### config.mk
export PLATFORM = sky130hd
export DESIGN_NAME = gray_seek_ctrl
export DESIGN_NICKNAME = d
export VERILOG_FILES = /design/src/rtl/gray_seek_ctrl.sv
export SDC_FILE = /design/constraint.sdc
export NUM_CORES = 1
export LEC_CHECK = 0
export ABC_AREA = 1
export BUFFER_PORTS_ARGS = -buffer_cell sky130_fd_sc_hd__buf_2
export CORE_MARGIN = 1
export CORE_UTILIZATION = 35
export DETAILED_ROUTE_END_ITERATION = 8
export SYNTH_ARGS = -nofsm -noshare
export SYNTH_HDL_FRONTEND = slang
export SYNTH_SLANG_ARGS = --single-unit
export TNS_END_PERCENT = 20
### constraint.sdc
create_clock -name clock -period 1.7 [get_ports clock]
set_clock_uncertainty 0.1 [all_clocks]
set_input_delay 0.17 -clock clock [delete_from_list [all_inputs] [get_ports clock]]
set_output_delay 0.17 -clock clock [all_outputs]
set_load 0.01 [all_outputs]
### src/rtl/gray_seek_ctrl.sv
// gray_seek_ctrl: accepts a binary target over valid/ready, walks a position
// register toward it one unit every DWELL cycles and presents the position both
// in binary and Gray code, so a downstream consumer sees one bit flip per step.
module gray_seek_ctrl #(
    parameter int N     = 4,
    parameter int DWELL = 2
) (
    input  logic         clock,
    input  logic         reset,
    input  logic         req_valid,
    output logic         req_ready,
    input  logic [N-1:0] req_target,
    input  logic         abort,
    output logic [N-1:0] pos,
    output logic [N-1:0] g,
    output logic         dir,
    output logic         busy,
    output logic         done
);

    localparam int CW = $clog2(DWELL + 1);
    localparam logic [CW-1:0] RELOAD = CW'(DWELL - 1);

    typedef enum logic [1:0] {
        IDLE = 2'd0,
        MOVE = 2'd1,
        DONE = 2'd2
    } state_t;

    state_t        state;
    logic [N-1:0]  tgt;
    logic [CW-1:0] cnt;
    logic [N-1:0]  next_pos;
    logic          at_limit;

    // Candidate next position and end-of-range guard for the current direction
    always_comb begin
        next_pos = dir ? (pos + 1'b1) : (pos - 1'b1);
        at_limit = dir ? (&pos) : (~|pos);
    end

    // Sequencer: accept, dwell/step toward target, one-cycle done, abort to idle
    always_ff @(posedge clock) begin
        if (reset) begin
            state <= IDLE;
            pos   <= '0;
            dir   <= 1'b1;
            tgt   <= '0;
            cnt   <= '0;
        end else begin
            case (state)
                IDLE: begin
                    if (req_valid) begin
                        tgt <= req_target;
                        if (req_target == pos) begin
                            state <= DONE;
                        end else begin
                            state <= MOVE;
                            dir   <= (req_target > pos);
                            cnt   <= RELOAD;
                        end
                    end
                end
                MOVE: begin
                    // Abort wins over a step due on the same edge
                    if (abort) begin
                        state <= IDLE;
                    end else if (cnt != '0) begin
                        cnt <= cnt - 1'b1;
                    end else begin
                        cnt <= RELOAD;
                        // The path is monotonic, so the limit guard only
                        // protects against a corrupted target.
                        if (!at_limit) begin
                            pos <= next_pos;
                        end
                        if ((next_pos == tgt) || at_limit) begin
                            state <= DONE;
                        end
                    end
                end
                DONE: begin
                    state <= IDLE;
                end
                default: begin
                    state <= IDLE;
                end
            endcase
        end
    end

    // Handshake and status flags decoded straight from the state register
    always_comb begin
        req_ready = (state == IDLE);
        busy      = (state == MOVE);
        done      = (state == DONE);
    end

    // Gray view of the registered position, valid in the same cycle as pos
    always_comb begin
        g = pos ^ {1'b0, pos[N-1:1]};
    end

endmodule
; ---- Word-level counts from Yosys, hierarchy flattened
; Index checks and enable logic that the tools add are counted.
[op_classes]
add_sub_neg = 3
n_mul = 0
div = 0
order_cmp = 1
eq_ne = 9
shift = 0
mux = 13
n_bitwise = 5
n_reduce_logical = 12
[op_table]
columns = op, n
row1 = 2-bit two-way mux, 9
row2 = 4-bit AND reduction, 3
row3 = 4-bit equality test, 2
row4 = 2-bit case mux with 2 select lines, 2
row5 = 2-bit inequality test (second input constant), 3
row6 = 3-bit AND reduction, 2
row7 = 4-bit by 1-bit adder with 4-bit output (second input constant), 1
row8 = 4-bit > comparator, 1
row9 = 4-bit two-way mux, 1
row10 = 1-bit NOT, 4
row11 = 2-bit nonzero test, 2
row12 = 4-bit OR reduction, 1
row13 = 4-bit by 1-bit subtractor with 4-bit output (second input constant), 1
row14 = 4-bit by 3-bit XOR with 4-bit output, 1
row15 = 3-bit by 2-bit inequality test with 1-bit output (second input constant), 1
row16 = 3-bit inequality test (second input constant), 1
row17 = 2-bit by 1-bit equality test with 1-bit output (second input constant), 1
row18 = 2-bit equality test (second input constant), 1
row19 = 2-bit logical NOT, 1
row20 = 2-bit AND reduction, 1
row21 = 2-bit by 1-bit subtractor with 2-bit output (second input constant), 1
row22 = 1-bit logical NOT, 1
row23 = 1-bit logical OR, 1
row24 = 1-bit two-way mux, 1
[totals]
ff_bits = 13
latch_bits = 0
ram_bits = 0
rom_bits = 0
in_bits = 8
out_inout_bits = 12
word_cells = 48
mem_count = 0

; ---- Depth between registers and ports, before layout
; Gate-level depths: netlist of the first run.
[logic_depth]
word_depth = 8
ltp_mapped = 13
depth_no_buf = 13

; ---- Least setup slack after synthesis of the first run
; OpenSTA, ideal clock, no wires.
[synth_timing]
kind = reg2reg
from = register pos[0]
to = register state[0]
setup_ps = 109
arrival_time_ps = 1734
required_time_ps = 1491
setup_slack_ps = -243
path_stages_with_launch = 11
n_path_buf = 0
synth_period_minus_slack_ps = 1943
path_cell_list = dfxtp_1 > inv_1 > fa_1 > xor2_1 > nand2_1 > nor2_1 > nand3_1 > nand3_1 > nand3b_1 > nand2_1 > inv_1
[synth_between]
elab_chain_len = 6
word_cells_on_any_way = 15
cone_classes = 2 x add/sub / 3 x eq/ne / 5 x mux / 5 x reduce/logical
[synth_rtl]
columns = element, line
row1 = "start, declared", 14  ; output logic [N-1:0] pos,
row2 = "start signal, assigned", 75  ; pos <= next_pos;
row3 = 4-bit by 1-bit subtractor with 4-bit output / 4-bit by 1-bit adder with 4-bit output (equally long branches), 38  ; next_pos = dir ? (pos + 1'b1) : (pos - 1'b1);
row4 = 4-bit two-way mux *, 38
row5 = net next_pos[0], 33  ; logic [N-1:0] next_pos;
row6 = 4-bit equality test *, 77  ; if ((next_pos == tgt) || at_limit) begin
row7 = 1-bit logical OR *, 77
row8 = 3-bit by 2-bit inequality test with 1-bit output (no line) *, --
row9 = 3-bit AND reduction (no line) *, --
row10 = "end signal, assigned", 78  ; state <= DONE;
row11 = "end signal, assigned", 83  ; state <= IDLE;
row12 = "end signal, assigned", 86  ; state <= IDLE;
row13 = "end, declared", 30  ; state_t state;
; Mark *: on every way through the listed nets, which the timed path passes. The rest lies on a longest branch. The select of a mux whose other input is x is not followed.
; A chain may end at the register's enable or synchronous reset.

; ---- Worst setup path after layout of the first run
; Ends and elaborated chain as after synthesis.

==> results.sh, run 1 <==
export IMPL_viasPerCell=4.62
export IMPL_cts_sinks=13
export IMPL_cts_root_buffer="clkbuf_4"
export IMPL_initial_core_util=0.366
export IMPL_vias=868
export IMPL_placed_area_mm2=0.00113
export IMPL_finalCriticalPeriod_ps=1800
export IMPL_hold_ws_ps=57.2
export IMPL_routed_wl_mm=1.96
export IMPL_drv_slew=0
export IMPL_cp_max_fo=2
export IMPL_cts_tree="built"
export IMPL_cts_buffers=3
export IMPL_clk_latency_ps=280
export IMPL_wl_per_cell_um=10.4
export IMPL_grt_pass1_wl_mm=3.38
export IMPL_power_leakage_nw=0.643
export IMPL_grt_overflow=0
export IMPL_cp_arrival_ps=1880
export IMPL_drtIter0Drc=18
export IMPL_clk_pin_slew_worst_paths_ps=90
export IMPL_antenna_found_initial=0
export IMPL_post_route_cell_area_mm2=0.00119
export IMPL_grt_pass1_vias=782
export IMPL_synth_top_area_frac=0.289
export IMPL_synth_area_top_cells="dfxtp_1, ha_1, nand2_1"
export IMPL_totalPowerFinal_uw=902
export IMPL_ys_seq_elements=13
export IMPL_seqCellArea_um2=272
export IMPL_yosysWarnings=0
export IMPL_grt_max_degree=11
export IMPL_violations="negative setup slack"
export IMPL_core_region_area_mm2=0.00245
export IMPL_drc=0
export IMPL_status="finished, violations left"
export IMPL_fmax_mhz=554
export IMPL_nets=178
export IMPL_numPlacedInstances=183
export IMPL_rrSetupSlack_ps=-100
export IMPL_reg2reg_depth=10
export IMPL_crit_type="flop to flop"
export IMPL_grt_setup_unrepaired="yes"
export IMPL_path_cells="inv_2 > fa_1 > xor2_1 > nand2_1 > nor2_2 > nand3_1 > nand3_2 > nand3b_1 > nand2_1 > inv_1"
export IMPL_post_route_period_util=1.06
export IMPL_setup_ws_ps=-104
export IMPL_worstHoldStart="req_target[0]"
export IMPL_hold_path_class="input pin to flop"
export IMPL_hold_end="tgt[0]"
export IMPL_drive_gt1_frac=0.367
export IMPL_die_y_um=52.7
export IMPL_synth_top_cell_by_area="dfxtp_1"
export IMPL_hpwl_mm=1.63
export IMPL_antennaDiodeCount=0
export IMPL_ant_nets=0
export IMPL_worstMarginPinSlew_ps=298
export IMPL_crit_top_cell="nand2_1"
export IMPL_ctsLongestPathBuffers=2
export IMPL_synth_avg_cell_area_um2=7.31
export IMPL_worstHoldPathCells=3
export IMPL_power_density_mw_per_mm2=760
export IMPL_groute_usage_overall=0.172
export IMPL_rows=18
export IMPL_relSlewSlack=0.801
export IMPL_startpoint_type="flop"
export IMPL_io_pins=20
export IMPL_cp_end_kind="flop"
export IMPL_synth_cell_types=25
export IMPL_r2r_end="state[0]"
export IMPL_ys_seq_area_frac=0.289
export IMPL_hold_viol=0
export IMPL_numPortBuffers=19
export IMPL_multi_input_area_um2=567
export IMPL_netlist_instances=123
export IMPL_die_w_um=52.7
export IMPL_ir_worst_vdd_v=0.000498
export IMPL_syn2layout_area_growth_pct=32.0
export IMPL_finalSetupViolations=2
export IMPL_dieArea_mm2=0.00278
export IMPL_crit_required_ps=1780
export IMPL_n_fill_cell=250
export IMPL_syn_area_um2=900
export IMPL_synth_nets=142
export IMPL_max_stage_delay_ps=560
export IMPL_final_cells=188
export IMPL_firstDrtPassIters=4
export IMPL_h_tree_depth=1
export IMPL_post_cts_buffers=0
export IMPL_gp_congestion=0.840
export IMPL_r2r_start="pos[0]"
export IMPL_cpMaxStageDelayCell="fa_1"
export IMPL_drv_cap=0
## synthesized netlist by cell type
| library cell | instances |
|---|---|
| nor2_1 | 8 |
| or2_1 | 1 |
| fa_1 | 1 |
| or2_2 | 1 |
| a31oi_1 | 1 |
| nand2_1 | 23 |
| buf_4 | 1 |
| nand2_4 | 2 |
| clkinv_2 | 1 |
| nor2_2 | 1 |
| nand3b_1 | 1 |
| o21ai_2 | 1 |
| nand3_1 | 6 |
| o21ai_1 | 4 |
| a21o_1 | 1 |
| a21oi_2 | 1 |
| nor2_4 | 3 |
| a21oi_1 | 10 |
| inv_1 | 17 |
| xor2_1 | 3 |
| nand4_1 | 2 |
| inv_2 | 5 |
| dfxtp_1 | 13 |
| o21ai_0 | 6 |
| ha_1 | 10 |
## registers in the layout, indices dropped and copies added, names as in the netlist
signal and count:
cnt 2, dir 1, pos 4, state 2, tgt 4
## critical path, delay by kind of cell, from the launching register on
family,cells,cell delay [ps]
flops,1,360
buf+inv,2,80
xor+xnor,1,150
fa+ha+maj,1,560
simple gates,6,460
## layout by cell type, fill, tap and decap left out, types with 4 or more instances in the layout
| master | n |
|---|---|
| buf_2 | 19 |
| buf_4 | 12 |
| nor2_1 | 7 |
| ha_1 | 9 |
| nand2_1 | 22 |
| nand3_1 | 5 |
| o21ai_0 | 6 |
| dfxtp_1 | 10 |
| inv_1 | 15 |
| a21oi_1 | 10 |
| inv_2 | 6 |
| o21ai_1 | 4 |
## worst max path at each step
stage                start  slack, ps       end
finish              pos[0]       -100  state[0]
global route        pos[0]       -240  state[0]
CTS                 pos[1]       -110  state[0]
detailed placement  pos[1]        -90  state[0]
global placement    pos[1]        -60  state[0]
floorplan           pos[1]        -50  state[0]
## per-layer routing
| metal | track usage | share of wire | up-vias |
|---|---|---|---|
| li1 | - | - | 468 |
| met1 | 0.224 | 0.49 | 385 |
| met2 | 0.272 | 0.47 | 13 |
| met5 | 0 | 0 | - |
| met4 | 0.0658 | 0.0066 | 0 |
| met3 | 0.0377 | 0.040 | 2 |
## cell type report
cell class	instances	share of cell area
Clock buffer	4	0.0221
Sequential cell	13	0.229
Multi-Input combinational cell	86	0.477
Inverter	23	0.0759
Tap cell	30	0.0316
Timing Repair Buffer	32	0.164
## cells by family (layout without fill, tap and decap cells)
logic type | after synthesis | in the layout | share of synthesized area
AOI/OAI and AO/OA | 24 | 24 | 0.146
and+or+nand+nor | 48 | 48 | 0.268
buffers and inverters | 24 | 59 | 0.106
xor gates and xnor gates | 3 | 3 | 0.0292
DFF | 13 | 13 | 0.289
adders and majority gates | 11 | 11 | 0.161
## repair_timing
item | 4_1_cts | 5_1_grt
gates resized for setup | 0 | 5
hold buffers | 1 | 0
pin swaps | 0 | 3
endpoints found under the setup margin | 2 | 4
hold endpoints to repair | 2 | 0
## power by group
part           total [mW]  internal [mW]  switching, mW
clock               0.198         0.0909          0.107
combinational       0.351          0.158          0.193
sequential          0.354          0.332         0.0218
## stage by stage
stage               setup TNS [ps]  setup WS [ps]   util
finish                        -163           -104  0.484
global route                  -486           -239  0.484
CTS                           -178           -110  0.473
detailed placement            -123          -85.9  0.459
global placement             -73.7          -57.8  0.459
floorplan                    -45.8          -45.8      -
Power figures use the tool's default switching activity.
==> inputs of run 2 (changes only) <==
--- a/config.mk
+++ b/config.mk
@@ -8,7 +8,7 @@
 export ABC_AREA = 1
 export BUFFER_PORTS_ARGS = -buffer_cell sky130_fd_sc_hd__buf_2
 export CORE_MARGIN = 1
-export CORE_UTILIZATION = 35
+export CORE_UTILIZATION = 40
 export DETAILED_ROUTE_END_ITERATION = 8
 export SYNTH_ARGS = -nofsm -noshare
 export SYNTH_HDL_FRONTEND = slang
==> results.sh, run 2 (same netlist as run 1, synthesis figures left out) <==
export IMPL_drtIter0Drc=8
export IMPL_final_common_cell="nand2_1"
export IMPL_rows=16
export IMPL_initial_core_util=0.441
export IMPL_numPlacedInstances=179
export IMPL_cp_end_kind="flop"
export IMPL_hold_path_class="input pin to flop"
export IMPL_power_density_mw_per_mm2=771
export IMPL_fin_setup_tns_ps=-221
export IMPL_syn2layout_area_growth_pct=30.3
export IMPL_numPortBuffers=19
export IMPL_hold_ws_ps=54.7
export IMPL_pwr_share_seq=0.391
export IMPL_ant_nets=0
export IMPL_clk_latency_ps=280
export IMPL_viasPerCell=4.76
export IMPL_core_region_area_mm2=0.00204
export IMPL_crit_required_ps=1790
export IMPL_switching_share=0.358
export IMPL_mostFrequentLayoutCells="nand2_1, buf_2, inv_1"
export IMPL_status="finished, violations left"
export IMPL_hpwl_mm=1.59
export IMPL_grt_pass1_wl_mm=3.37
export IMPL_ir_worst_vdd_v=0.000528
export IMPL_startpoint_type="flop"
export IMPL_finalSetupViolations=2
export IMPL_h_tree_depth=1
export IMPL_drive_gt1_frac=0.361
export IMPL_worstMarginPinSlew_ps=292
export IMPL_clk_pin_slew_worst_paths_ps=80
export IMPL_pre_cts_ws_ps=-85.9
export IMPL_power_leakage_nw=0.643
export IMPL_grt_setup_unrepaired="yes"
export IMPL_relSlewSlack=0.805
export IMPL_vias=880
export IMPL_die_w_um=49.4
export IMPL_nets=178
export IMPL_p_comb_frac=0.390
export IMPL_hold_viol=0
export IMPL_crit_type="flop to flop"
export IMPL_firstDrtPassIters=4
export IMPL_die_y_um=49.4
export IMPL_grt_max_degree=11
export IMPL_setup_ws_ps=-144
export IMPL_cts_buffers=3
export IMPL_p_int_uw=580
export IMPL_drv_cap=0
export IMPL_antennaDiodeCount=0
export IMPL_p_sw_uw=323
export IMPL_drc=0
export IMPL_cts_tree="built"
export IMPL_io_pins=20
export IMPL_ctsLongestPathBuffers=2
export IMPL_antenna_found_initial=0
export IMPL_finalCriticalPeriod_ps=1840
export IMPL_violations="negative setup slack"
export IMPL_cp_max_fo=2
export IMPL_groute_usage_overall=0.179
export IMPL_gp_congestion=0.861
export IMPL_cp_arrival_ps=1930
export IMPL_routed_wl_mm=1.93
export IMPL_dieArea_mm2=0.00244
export IMPL_totalPowerFinal_uw=904
export IMPL_pwr_share_clk=0.220
export IMPL_grt_overflow=0
export IMPL_cts_sinks=13
export IMPL_final_cells=185
export IMPL_drv_slew=0
export IMPL_cts_root_buffer="clkbuf_4"
export IMPL_post_route_period_util=1.08
export IMPL_reg_top3="pos x4, tgt x4"
export IMPL_fmax_mhz=542
export IMPL_grt_pass1_vias=806
export IMPL_wl_per_cell_um=10.5
run 2: cell counts in the layout (fill, tap and decap cells not counted):
Identical to the previous run, type by type.
run 2: layout make-up:
class	instances	area, µm²
fillers	211	870
multi-input cells	86	558
flip-flops and latches	13	269
repair buffers	32	195
inverters	23	90.1
well taps	27	33.8
clock buffers	4	26.3
run 2: routing by layer:
metal | GRT usage | part of all wire | vias up
met5 | 0 | 0 | -
met4 | 0.0286 | 0.0036 | 0
met3 | 0.0561 | 0.040 | 2
met2 | 0.283 | 0.44 | 19
met1 | 0.240 | 0.52 | 392
li1 | - | - | 467
run 2: worst max-delay path: stages, from the launching register on:
cell      delay, ps
dfxtp_4         360
inv_4            40
fa_1            560
xor2_1          150
nand2_1          60
nor2_1          120
nand3_1         100
nand3_2          80
nand3b_1         80
nand2_1          60
inv_1            40
run 2: power groups by stage:
stage                     clock (mW)  sequential (mW)  combinational [mW]
final                          0.199            0.353               0.352
after global routing           0.217            0.357               0.399
after CTS                      0.207            0.353               0.339
after detailed placement           0            0.360               0.335
after global placement             0            0.359               0.329
after floorplan                    0            0.368               0.208
run 2: path summary, 6_finish.rpt:
check / slack, ps / cells past startpoint / start / to
worst min-delay path: 50 / 3 / req_target[0] / tgt[0]
worst max register to register: -140 / 10 / pos[1] / state[0]
worst max-delay path: -140 / 10 / pos[1] / state[0]
worst min register to register: 350 / 2 / cnt[1] / cnt[1]
run 2: timing repair:
action / in CTS / in global routing
setup buffers: 0 / 1
hold endpoints to repair: 1 / 0
hold buffers: 1 / 0
gates cloned: 0 / 0
endpoints found under the setup margin: 2 / 7
resized for setup: 0 / 3
pin swaps: 1 / 3
run 2: through the flow:
stage | util | area [µm²]
finish | 0.574 | 1170
global route | 0.574 | 1170
CTS | 0.564 | 1150
detailed placement | 0.546 | 1110
global placement | 0.546 | 1110
floorplan | - | 911
==> inputs of run 3 (changes only) <==
--- a/config.mk
+++ b/config.mk
@@ -10,7 +10,7 @@
 export CORE_MARGIN = 1
 export CORE_UTILIZATION = 40
 export DETAILED_ROUTE_END_ITERATION = 8
+export GPL_ROUTABILITY_DRIVEN = 0
 export SYNTH_ARGS = -nofsm -noshare
 export SYNTH_HDL_FRONTEND = slang
 export SYNTH_SLANG_ARGS = --single-unit
-export TNS_END_PERCENT = 20
==> results.sh, run 3 (same netlist as run 1, synthesis figures left out) <==
export IMPL_totalPowerFinal_uw=913
export IMPL_antennaDiodeCount=0
export IMPL_finalSetupViolations=2
export IMPL_ctsLongestPathBuffers=2
export IMPL_r2r_end="state[0]"
export IMPL_setup_ws_ps=-114
export IMPL_die_y_um=49.4
export IMPL_pwr_share_clk=0.218
export IMPL_path_cells="inv_2 > fa_1 > xor2_1 > nand2_1 > nor2_1 > nand3_1 > nand3_2 > nand3b_1 > nand2_1 > inv_1"
export IMPL_cp_end_kind="flop"
export IMPL_antenna_found_initial=0
export IMPL_ant_nets=0
export IMPL_power_leakage_nw=0.640
export IMPL_drive_gt1_frac=0.380
export IMPL_reg2reg_depth=10
export IMPL_path_buf_inv=2
export IMPL_firstDrtPassIters=4
export IMPL_vias=879
export IMPL_clk_latency_ps=280
export IMPL_hpwl_mm=1.59
export IMPL_crit_top_cell="nand2_1"
export IMPL_finalCriticalPeriod_ps=1810
export IMPL_max_stage_delay_ps=560
export IMPL_status="finished, violations left"
export IMPL_final_common_cell="nand2_1"
export IMPL_wl_per_cell_um=10.5
export IMPL_p_sw_uw=327
export IMPL_final_cells=185
export IMPL_crit_cells=10
export IMPL_numPortBuffers=19
export IMPL_cp_arrival_ps=1900
export IMPL_p_comb_frac=0.395
export IMPL_dieArea_mm2=0.00244
export IMPL_worstHoldPathCells=3
export IMPL_rows=16
export IMPL_fmax_mhz=551
export IMPL_nets=178
export IMPL_grt_overflow=0
export IMPL_cts_sinks=13
export IMPL_core_region_area_mm2=0.00204
export IMPL_syn2layout_area_growth_pct=32.1
export IMPL_drv_cap=0
export IMPL_drc=0
export IMPL_reg_top3="pos x4, tgt x4"
export IMPL_grt_pass1_vias=805
export IMPL_drtIter0Drc=15
export IMPL_startpoint_type="flop"
export IMPL_cts_root_buffer="clkbuf_4"
export IMPL_r2r_start="pos[0]"
export IMPL_numPlacedInstances=179
export IMPL_grt_pass1_wl_mm=3.38
export IMPL_worstMarginPinSlew_ps=298
export IMPL_post_route_cell_area_mm2=0.00119
export IMPL_post_route_period_util=1.07
export IMPL_die_w_um=49.4
export IMPL_viasPerCell=4.75
export IMPL_worstHoldStart="req_target[0]"
export IMPL_violations="negative setup slack"
export IMPL_p_int_uw=587
export IMPL_crit_family="adder cells"
export IMPL_hold_path_class="input pin to flop"
export IMPL_hold_end="tgt[0]"
export IMPL_cts_tree="built"
export IMPL_relSlewSlack=0.801
export IMPL_switching_share=0.358
export IMPL_grt_max_degree=11
export IMPL_grt_setup_unrepaired="yes"
export IMPL_drv_slew=0
export IMPL_placed_area_mm2=0.00111
export IMPL_rrSetupSlack_ps=-110
export IMPL_initial_core_util=0.441
export IMPL_mostFrequentLayoutCells="nand2_1, buf_2, inv_1"
export IMPL_groute_usage_overall=0.179
export IMPL_pwr_share_seq=0.388
export IMPL_crit_type="flop to flop"
export IMPL_power_density_mw_per_mm2=768
export IMPL_hold_viol=0
export IMPL_cts_buffers=3
export IMPL_clk_pin_slew_worst_paths_ps=80
export IMPL_h_tree_depth=1
export IMPL_io_pins=20
export IMPL_crit_required_ps=1790
export IMPL_cpMaxStageDelayCell="fa_1"
export IMPL_routed_wl_mm=1.94
export IMPL_cp_max_fo=2
export IMPL_ir_worst_vdd_v=0.000529
==> run 3: worst max path at each step <==
| stage | startpoint | end | slack, ps |
|---|---|---|---|
| 2_1_floorplan | pos[1] | state[0] | -50 |
| 3_3_place_gp | pos[1] | state[0] | -50 |
| 3_5_place_dp | pos[1] | state[0] | -90 |
| 4_1_cts | pos[0] | state[0] | -110 |
| 5_1_grt | pos[0] | state[0] | -280 |
| 6_report | pos[0] | state[0] | -110 |
==> run 3: stage by stage <==
stage | setup WS (ps) | setup TNS [ps] | hold WS [ps] | util
finish | -114 | -180 | 53.8 | 0.582
floorplan | -45.8 | -45.8 | 132 | -
global route | -275 | -538 | 55.1 | 0.582
CTS | -113 | -181 | 47.5 | 0.569
detailed placement | -85.9 | -118 | 289 | 0.546
global placement | -50.3 | -61.9 | 282 | 0.546
==> run 3: cell type report <==
class	count	area, µm²
Timing Repair Buffer	32	195
Fill cell	209	853
Sequential cell	13	270
Clock buffer	4	26.3
Inverter	23	90.1
Tap cell	27	33.8
Multi-Input combinational cell	86	573
==> run 3: power by group through the flow <==
stage          sequential, mW  clock [mW]  combinational, mW
2_1_floorplan           0.368           0              0.208
3_3_place_gp            0.359           0              0.329
3_5_place_dp            0.360           0              0.335
4_1_cts                 0.353       0.207              0.344
5_1_grt                 0.358       0.217              0.408
6_report                0.354       0.199              0.360
==> run 3: repair_timing <==
action	CTS	global route
setup endpoints to repair	2	4
hold buffers	1	0
pin swaps	2	0
gates resized for setup	2	4
cloned	0	0
endpoints found under the hold margin	2	0
buffers inserted	0	1
==> run 3: worst min-delay path, delay by kind of cell <==
kind,cells,cell delay [ps]
AO/OA/AOI/OAI,1,70
buffers and inverters,2,150
==> run 3: routing by layer <==
layer  vias to the layer above  track usage  wire length (µm)
li1                        467            -                 -
met1                       393        0.242              1000
met2                        17        0.283               860
met3                         2       0.0561                76
met4                         0       0.0286                 7
met5                         -            0                 0
